$ cat config.mk
export PLATFORM = sky130hd
export DESIGN_NAME = trigger_mux
export DESIGN_NICKNAME = d
export VERILOG_FILES = /design/src/rtl/trigger_mux.sv
export SDC_FILE = /design/constraint.sdc
export NUM_CORES = 1
export LEC_CHECK = 0
export CORE_MARGIN = 2
export CORE_UTILIZATION = 50
export CTS_CLUSTER_DIAMETER = 80
export DETAILED_ROUTE_END_ITERATION = 10
export MAX_ROUTING_LAYER = met4
export PLACE_DENSITY = 0.82
export RECOVER_POWER = 25
export SYNTH_ARGS = -nofsm -noshare
export SYNTH_HDL_FRONTEND = slang
export SYNTH_SLANG_ARGS = --single-unit
$ cat constraint.sdc
create_clock -name clk -period 6.03 [get_ports clk]
set_clock_uncertainty 0.1 [all_clocks]
set_input_delay 1.5075 -clock clk [delete_from_list [all_inputs] [get_ports clk]]
set_output_delay 1.5075 -clock clk [all_outputs]
set_load 0.01 [all_outputs]
$ cat src/rtl/trigger_mux.sv
// trigger_mux: N-source trigger switch with enable mask, per-source prescale,
// dead time and accepted/lost counters. Lost counter is built only with TRIGGER_MUX_LOST_CNT_EN.
module trigger_mux #(
    parameter int N_SRC  = 4,
    parameter int DEAD_W = 16,
    parameter int PRE_W  = 8,
    parameter int CNT_W  = 32
) (
    input  logic               clk,
    input  logic               reset,
    input  logic               sync,
    input  logic               ctrl_write,
    input  logic [3:0]         ctrl_address,
    input  logic [31:0]        ctrl_writedata,
    input  logic [5*N_SRC-1:0] src_trg,
    output logic [4:0]         dst_trg,
    output logic [3:0]         dst_src,
    output logic               busy,
    output logic [CNT_W-1:0]   acc_count,
    output logic [CNT_W-1:0]   lost_count
);
    localparam int TRG = 1;

    logic [N_SRC-1:0]  mask;
    logic [DEAD_W-1:0] dead_time;
    logic [DEAD_W-1:0] dead_cnt;
    logic [PRE_W-1:0]  pre_k   [N_SRC];
    logic [PRE_W-1:0]  pre_cnt [N_SRC];
    logic [4:0]        src_vec [N_SRC];

    logic             win_found;
    logic [3:0]       win_idx;
    logic [4:0]       win_vec;
    logic [PRE_W-1:0] win_k;
    logic [PRE_W-1:0] win_cnt;
    logic             trg_req;
    logic             pre_pass;
    logic             pre_adv;
    logic             emit;

    logic       wr_mask;
    logic       wr_dead;
    logic       wr_pre;
    logic       wr_clear;
    logic [3:0] wr_idx;
    logic       unused_bits;

    assign wr_mask     = ctrl_write && (ctrl_address == 4'd0);
    assign wr_dead     = ctrl_write && (ctrl_address == 4'd1);
    assign wr_pre      = ctrl_write && (ctrl_address == 4'd2);
    assign wr_clear    = ctrl_write && (ctrl_address == 4'd3);
    assign wr_idx      = ctrl_writedata[19:16];
    assign busy        = (dead_cnt != '0);
    assign unused_bits = ^{ctrl_writedata, win_vec[0]};

    always_comb begin
        for (int s = 0; s < N_SRC; s++) begin
            src_vec[s] = src_trg[5*s +: 5];
        end
    end

    // Scan from the top so the lowest-index enabled, active source wins.
    always_comb begin
        // NOTE: every output gets a default first, so no path can infer a latch.
        win_found = 1'b0;
        win_idx   = '0;
        win_vec   = '0;
        win_k     = '0;
        win_cnt   = '0;
        for (int s = N_SRC - 1; s >= 0; s--) begin
            if (mask[s] && (src_vec[s] != 5'd0)) begin
                win_found = 1'b1;
                win_idx   = 4'(s);
                win_vec   = src_vec[s];
                win_k     = pre_k[s];
                win_cnt   = pre_cnt[s];
            end
        end
        trg_req  = win_found && win_vec[TRG];
        pre_pass = (win_k <= PRE_W'(1)) || (win_cnt == win_k - PRE_W'(1));
        pre_adv  = trg_req && !busy && (win_k > PRE_W'(1));
        emit     = trg_req && !busy && pre_pass;
    end

    always_ff @(posedge clk or posedge reset) begin
        if (reset) begin
            mask      <= '0;
            dead_time <= '0;
            // NOTE: these per-source arrays are flops, not RAM, so a reset loop is legitimate.
            for (int s = 0; s < N_SRC; s++) begin
                pre_k[s]   <= '0;
                pre_cnt[s] <= '0;
            end
        end else begin
            if (wr_mask) mask <= ctrl_writedata[N_SRC-1:0];
            if (wr_dead) dead_time <= ctrl_writedata[DEAD_W-1:0];
            for (int s = 0; s < N_SRC; s++) begin
                if (sync && pre_adv && (win_idx == 4'(s)))
                    pre_cnt[s] <= pre_pass ? '0 : pre_cnt[s] + PRE_W'(1);
                // A prescale write lands after the slot update, so its clear wins.
                if (wr_pre && (wr_idx == 4'(s))) begin
                    pre_k[s]   <= ctrl_writedata[PRE_W-1:0];
                    pre_cnt[s] <= '0;
                end
            end
        end
    end

    always_ff @(posedge clk or posedge reset) begin
        if (reset) begin
            dst_trg   <= '0;
            dst_src   <= '0;
            dead_cnt  <= '0;
            acc_count <= '0;
        end else begin
            // NOTE: non-blocking updates mean a slot on a write edge still sees the old registers.
            if (sync) begin
                dst_trg <= win_found ? {win_vec[4:2], emit, 1'b0} : 5'd0;
                if (win_found) dst_src <= win_idx;
                if (emit)      dead_cnt <= dead_time;
                else if (busy) dead_cnt <= dead_cnt - DEAD_W'(1);
                if (emit && (acc_count != '1)) acc_count <= acc_count + CNT_W'(1);
            end
            if (wr_clear) acc_count <= '0;
        end
    end

`ifdef TRIGGER_MUX_LOST_CNT_EN
    logic lost_flag;

    // Lost: winner blocked by dead time, or any other enabled source asking for trg.
    always_comb begin
        lost_flag = trg_req && busy;
        for (int s = 0; s < N_SRC; s++) begin
            if (mask[s] && src_vec[s][TRG] && (win_idx != 4'(s)))
                lost_flag = 1'b1;
        end
    end

    always_ff @(posedge clk or posedge reset) begin
        if (reset) begin
            lost_count <= '0;
        end else begin
            if (sync && lost_flag && (lost_count != '1))
                lost_count <= lost_count + CNT_W'(1);
            if (wr_clear) lost_count <= '0;
        end
    end
`else
    assign lost_count = '0;
`endif

endmodule

==> metrics.yaml, run 1 <==
status: "finished with violations"
violations: "max-capacitance violations, max-slew violations"
antenna_found_initial: 0
power.leakage_nw: 4.39
worst_slew_pin_slew_ns: 2.40
setup_violations: 0
tritoncts: "built"
grt_pass1_vias: 6971
maxSlewViolCount: 114
cts_setup_buffers: 0
met2_wirelength_microns: 10500
irDropWorstVdd_mv: 0.246
clock_sinks: 138
yosysWarningCount: 0
drc: 0
n_antenna_cell: 0
seq_area_frac_synth_pct: 41.5
routabilityCongestion: 0.941
drv_cap: 1
grt_first_pass_wirelength_microns: 35300
grt_overflow: 0
layout_common_cells: "dfrtp_1, nand2_1, clkdlybuf4s50_1"
row_count: 47
avgRoutedWirePerCell_microns: 18.0
wl_microns: 22100
hold_violations: 0
area_delta_synth_final_pct: 18.9
fillCellCount: 1377
criticalPathCategory: "primary input to flop"
cts_hold_buffers: 0
cts_buffers: 17
min_period_ns: 5.40
drtIter0Drc: 771
place_ws_ns: 0.220
grt_max_degree: 114
die_area_sq_mm: 0.0177
clock_path_buffers: 2
clk_latency_ns: 0.43
grt_usage_pct: 26.1
fin_crit_sh_pct: 89.6
synth_area_per_cell_sq_um: 9.27
dp_hpwl_microns: 15500
initial_core_util_pct: 50.7
ant_nets: 0
ys_ff_latch: 138
route.met3.wl_microns: 1540
multi_input_area_sq_mm: 0.00440
relSlewSlack_pct: -60.1
die_x_microns: 133
h-tree-depth: 4
cp_max_fo: 14
hp-class: "flop to flop"
clock_tree.root_cell: "clkbuf_16"
drt_first_pass_iters: 5
crit_arrival_ns: 5.66
syn_inst: 897
cts_resized: 0
power_density_mw_per_mm2: 291
start_kind: "primary input"
seqCellArea_sq_mm: 0.00345
vias: 7283
path_clk_slew_ns: 0.07
critPathCaptureType: "flop"
dieHeight_microns: 133
required_ns: 6.29
synth_edf_count: 0
met1_length_microns: 9350
layout_commonest_cell: "dfrtp_1"
synth_cell_types: 81
drive_above_1_share_pct: 14.0
final_nets: 1059
coreArea_sq_mm: 0.0164
routed.top_layer: "met4"
portBuffers: 86
async_flop_share_pct: 100
ios: 134
synth.cell_area_sq_mm: 0.00832
rsz0062_at_grt: "false"
fin_setup_tns_ns: 0
synth_top_flop_cell: "dfrtp_1"
setup_ws_ns: 0.629
clock.fmax_mhz: 185
via_per_inst: 5.95
[routing by layer]
metal,up-vias,GRT usage (%)
met5,-,-
met4,0,10.5
met3,49,4.75
met2,313,40.8
met1,3560,33.7
li1,3361,-
[cell families after synthesis]
group	Yosys count	share of synthesized area [%]
AO/OA/AOI/OAI	213	17.6
XOR/XNOR	24	2.53
adder cells (fa/ha/maj)	8	1.20
buffers and inverters	100	7.25
flip-flops	138	41.5
multiplexers	67	8.77
other	1	0.0451
AND/OR/NAND/NOR	346	21.1
[report_power, final]
group	switching, mW	internal (mW)	total [mW]
Clock	0.456	0.583	1.04
Combinational	0.425	0.302	0.727
Sequential	0.0921	1.02	1.11
[area by class of cell]
cell class                      instances  area share (%)
Multi-Input combinational cell        693            44.4
Clock inverter                         15            1.56
Sequential cell                       138            34.9
Timing Repair Buffer                  114            11.0
Clock buffer                           17            4.30
Inverter                               27            1.06
Tap cell                              220            2.78
[Yosys cell counts (3+ instances only)]
cell,instances,area share (%)
dfrtp_1,138,42
nand2_1,123,5.5
o21ai_0,57,3.4
a21oi_1,50,3.0
nor2_1,50,2.3
mux2_2,47,6.4
nand3_1,46,2.8
buf_4,39,3.5
inv_1,26,1.2
nand2b_1,26,2.0
nand4_1,21,1.6
mux2i_1,20,2.4
clkbuf_1,18,0.81
xor2_1,15,1.6
and3_1,14,1.1
nor3_1,14,0.84
a31oi_1,12,0.90
or3_1,11,0.83
a311oi_1,10,1.1
o21ai_1,10,0.60
o31ai_1,10,0.90
a22oi_1,9,0.81
buf_6,9,1.2
xnor2_1,9,0.95
ha_1,8,1.2
and2_1,6,0.45
buf_2,6,0.36
o32ai_1,5,0.53
a21o_1,4,0.36
o211ai_1,4,0.36
o21a_1,4,0.36
a2111oi_4,3,0.99
a211oi_1,3,0.27
a221o_1,3,0.36
a22o_1,3,0.32
nor3b_1,3,0.27
nor4_1,3,0.23
[worst max-delay path, stage by stage]
cell and delay [ns]:
clkdlybuf4s50_1 0.45, or4_4 0.56, o21a_4 0.28, a311oi_1 0.44
o21ai_1 0.29, a211oi_1 0.33, and3_1 0.33, nand4_1 0.34
a2111oi_4 0.49, buf_4 0.23, and4_2 0.24, mux2i_1 0.17
[final timing paths]
path / start / end / slack [ns] / cells past startpoint
max: src_trg[16] / acc_count[19] / 0.63 / 12
min: dst_trg[1] / dst_trg[1] / 0.38 / 1
max reg2reg: mask[2] / acc_count[19] / 1.84 / 14
min reg2reg: dst_trg[1] / dst_trg[1] / 0.38 / 1
max in group asynchronous: reset / dead_cnt[5] / 2.33 / 3
min in group asynchronous: reset / pre_k[2] / 2.21 / 2
[state kept, by name (all words and copies together) (netlist names)]
name       cells
acc_count     32
dead_cnt      16
dst_src        2
mask           4
dead_time     16
pre_k         32
pre_cnt       32
dst_trg        4
[stage by stage]
| step | area, sq um | util [%] | total power, mW | hold slack (ns) | instances |
|---|---|---|---|---|---|
| floorplan | 8450 | - | 1.62 | 0.345 | 931 |
| global placement | 9320 | 56.8 | 1.82 | 0.361 | 1192 |
| detailed placement | 9320 | 56.8 | 1.83 | 0.365 | 1192 |
| CTS | 9900 | 60.3 | 2.88 | 0.380 | 1224 |
| global route | 9890 | 60.3 | 3.01 | 0.407 | 1224 |
| finish | 9890 | 60.3 | 2.88 | 0.377 | 1224 |
Note: power is estimated with default switching activity, not from simulation.
==> run 2, diff against run 1 <==
Settings changed: SETUP_SLACK_MARGIN set to 0.2.
==> results of run 2 <==
Final layout, timing and power as in run 1 (identical DEF).
==> run 3, diff against run 2 <==
Settings changed: CORE_UTILIZATION 50 to 39, PLACE_DENSITY 0.82 to 0.68, SLEW_MARGIN set to 25.
==> run 3 against run 2 <==
The run still ends with max-capacitance violations, max-slew violations left. Largest cell class unchanged. Largest power group unchanged. Sequential share of layout area decreased by 0.31 points. Sequential cell count unchanged. Worst setup slack worse by 0.066 ns. First-iteration DRC count shrank 36%. Via count fell by 2.7%. Die area is 27% higher. Total power is 0.11% lower. Non-clock buffer count increased by 2. Core utilization decreased by 13 points. Clock power about the same.
==> metrics.yaml, run 3 (synthesis gave the netlist of run 1 again) <==
drc: 0  # unchanged
violations: "max-capacitance violations, max-slew violations"  # unchanged
area_delta_synth_final_pct: 20.0  # was 18.9%
portBuffers: 86  # unchanged
power.leakage_nw: 4.40  # was 4.39 nW
die_area_sq_mm: 0.0225  # was 0.0177 sq mm
critPathCaptureType: "flop"  # unchanged
fin_setup_tns_ns: 0  # unchanged
worstReg2RegEnd: "acc_count[21]"  # was acc_count[19]
row_count: 53  # was 47
ant_nets: 0  # unchanged
ff2ff_setup_slack_ns: 1.76  # was 1.84 ns
h-tree-depth: 4  # unchanged
min_period_ns: 5.47  # was 5.40 ns
fin_cells: 1280  # was 1,224
clock_tree.root_cell: "clkbuf_16"  # unchanged
via_per_inst: 5.54  # was 5.95
critPathSlowestCell: "o41a_1"  # was or4_4
drv_cap: 1  # unchanged
crit_buf_inv: 2  # unchanged
worstHoldStart: "pre_k[3]"  # was dst_trg[1]
r2r_start: "mask[2]"  # unchanged
grt_pass1_vias: 6621  # was 6,971
clock_path_buffers: 2  # unchanged
antenna_found_initial: 0  # unchanged
setup_ws_ns: 0.563  # was 0.629 ns
irDropWorstVdd_mv: 0.213  # was 0.246 mV
cts_buffers: 17  # unchanged
status: "finished with violations"  # unchanged
fin_crit_sh_pct: 90.7  # was 89.6%
place_ws_ns: 0.168  # was 0.220 ns
layout_commonest_cell: "dfrtp_1"  # unchanged
placed_cell_area_sq_mm: 0.00941  # was 0.00932 sq mm
cts_hold_buffers: 0  # unchanged
wl_microns: 22400  # was 22,100 microns
final_util_pct: 47.6  # was 60.3%
required_ns: 6.25  # was 6.29 ns
final_nets: 1061  # was 1,059
start_kind: "primary input"  # unchanged
reg2reg_depth: 13  # was 14
ios: 134  # unchanged
path_clk_slew_ns: 0.06  # was 0.07 ns
dp_cells: 1249  # was 1,192
drt_first_pass_iters: 5  # unchanged
dieHeight_microns: 150  # was 133 microns
relSlewSlack_pct: -60.8  # was -60.1%
rsz0062_at_grt: "false"  # unchanged
die_x_microns: 150  # was 133 microns
dp_hpwl_microns: 15800  # was 15,500 microns
crit_arrival_ns: 5.69  # was 5.66 ns
grt_max_degree: 109  # was 114
drtIter0Drc: 495  # was 771
crit_chain: "clkdlybuf4s50_1 -> or2_1 -> o41a_1 -> a311oi_1 -> o21ai_1 -> a211oi_1 -> and3_1 -> nand4_1 -> a2111oi_4 -> buf_4 -> a21oi_1 -> a31o_2"  # was clkdlybuf4s50_1 -> or4_4 -> o21a_4 -> a311oi_1 -> o21ai_1 -> a211oi_1 -> and3_1 -> nand4_1 -> a2111oi_4 -> buf_4 -> and4_2 -> mux2i_1
avgRoutedWirePerCell_microns: 17.5  # was 18.0 microns
grt_first_pass_wirelength_microns: 35400  # was 35,300 microns
cts_resized: 0  # unchanged
tritoncts: "built"  # unchanged
criticalPathCategory: "primary input to flop"  # unchanged
fin_area_sq_mm: 0.00998  # was 0.00989 sq mm
grt_usage_pct: 20.9  # was 26.1%
setup_violations: 0  # unchanged
clk_latency_ns: 0.44  # was 0.43 ns
fillCellCount: 1988  # was 1,377
clock_sinks: 138  # unchanged
coreArea_sq_mm: 0.0210  # was 0.0164 sq mm
n_antenna_cell: 0  # unchanged
grt_overflow: 0  # unchanged
cp_top_family: "compound AO/OA/AOI/OAI gates"  # unchanged
whs_path_depth: 2  # was 1
p_total_mw: 2.87  # was 2.88 mW
whs_ns: 0.380  # was 0.377 ns
maxSlewViolCount: 109  # was 114
routabilityCongestion: 0.899  # was 0.941
clock.fmax_mhz: 183  # was 185 MHz
cts_setup_buffers: 0  # unchanged
power_density_mw_per_mm2: 288  # was 291 mW/mm^2
top_regs: "acc_count: 32 flops, pre_cnt: 32 flops, pre_k: 32 flops"  # unchanged
vias: 7085  # was 7,283
drive_above_1_share_pct: 14.0  # about the same
layout_common_cells: "dfrtp_1, nand2_1, clkdlybuf4s50_1"  # unchanged
hp-class: "flop to flop"  # unchanged
initial_core_util_pct: 39.7  # was 50.7%
whs_endpoint: "pre_k[3]"  # was dst_trg[1]
worst_slew_pin_slew_ns: 2.41  # was 2.40 ns
cp_max_fo: 12  # was 14
max_stage_delay_ns: 0.56  # about the same
hold_violations: 0  # unchanged
run 3: cell count changes in the layout (fill, tap and decap cells not counted):
| cell | previous run | this run |
|---|---|---|
| clkinv_2 | 1 | 4 |
| inv_6 | 5 | 3 |
| inv_8 | 3 | 1 |
| buf_12 | 1 | 2 |
| buf_4 | 27 | 28 |
| bufinv_16 | 1 | 2 |
| clkbuf_1 | 0 | 1 |
| clkinv_4 | 3 | 2 |
| clkinvlp_4 | 3 | 2 |
run 3: worst max-delay path by stage:
stage                     start            end  slack (ns)  depth (start not counted)
finish               src_trg[7]  acc_count[21]        0.56                         12
global route         src_trg[7]     pre_cnt[2]        0.35                         15
CTS                  src_trg[7]  acc_count[21]        0.63                         12
detailed placement  src_trg[16]  acc_count[21]        0.17                         15
global placement     src_trg[7]  acc_count[21]        0.13                         12
floorplan                 reset   acc_count[0]        0.73                          1
run 3: where the power goes:
| group | internal, mW | switching, mW | total [mW] | leakage [nW] |
|---|---|---|---|---|
| registers | 1.02 | 0.0896 | 1.11 | 1.84 |
| clock network | 0.610 | 0.427 | 1.04 | 0.283 |
| logic | 0.300 | 0.427 | 0.727 | 2.28 |
run 3: routing by layer:
metal	wire, microns	part of all wire [%]	track usage, %	up-vias
li1	-	-	-	3352
met1	10500	47	29.0	3456
met2	10100	45	30.8	252
met3	1530	6.8	4.60	25
met4	316	1.4	6.04	0
met5	0	0	-	-
run 3: cell type report:
type | instances | area (sq um) | share of cell area (%)
clock buffers | 18 | 429 | 4.30
multi-input cells | 693 | 4400 | 44.1
clock inverters | 13 | 143 | 1.43
repair buffers | 116 | 1110 | 11.1
inverters | 27 | 105 | 1.05
well taps | 275 | 344 | 3.45
flip-flops and latches | 138 | 3450 | 34.6
run 3: tightest hold or removal path: stages (launching register included):
cell	delay, ns
dfrtp_1	0.34
nand2_1	0.05
nand2_1	0.05
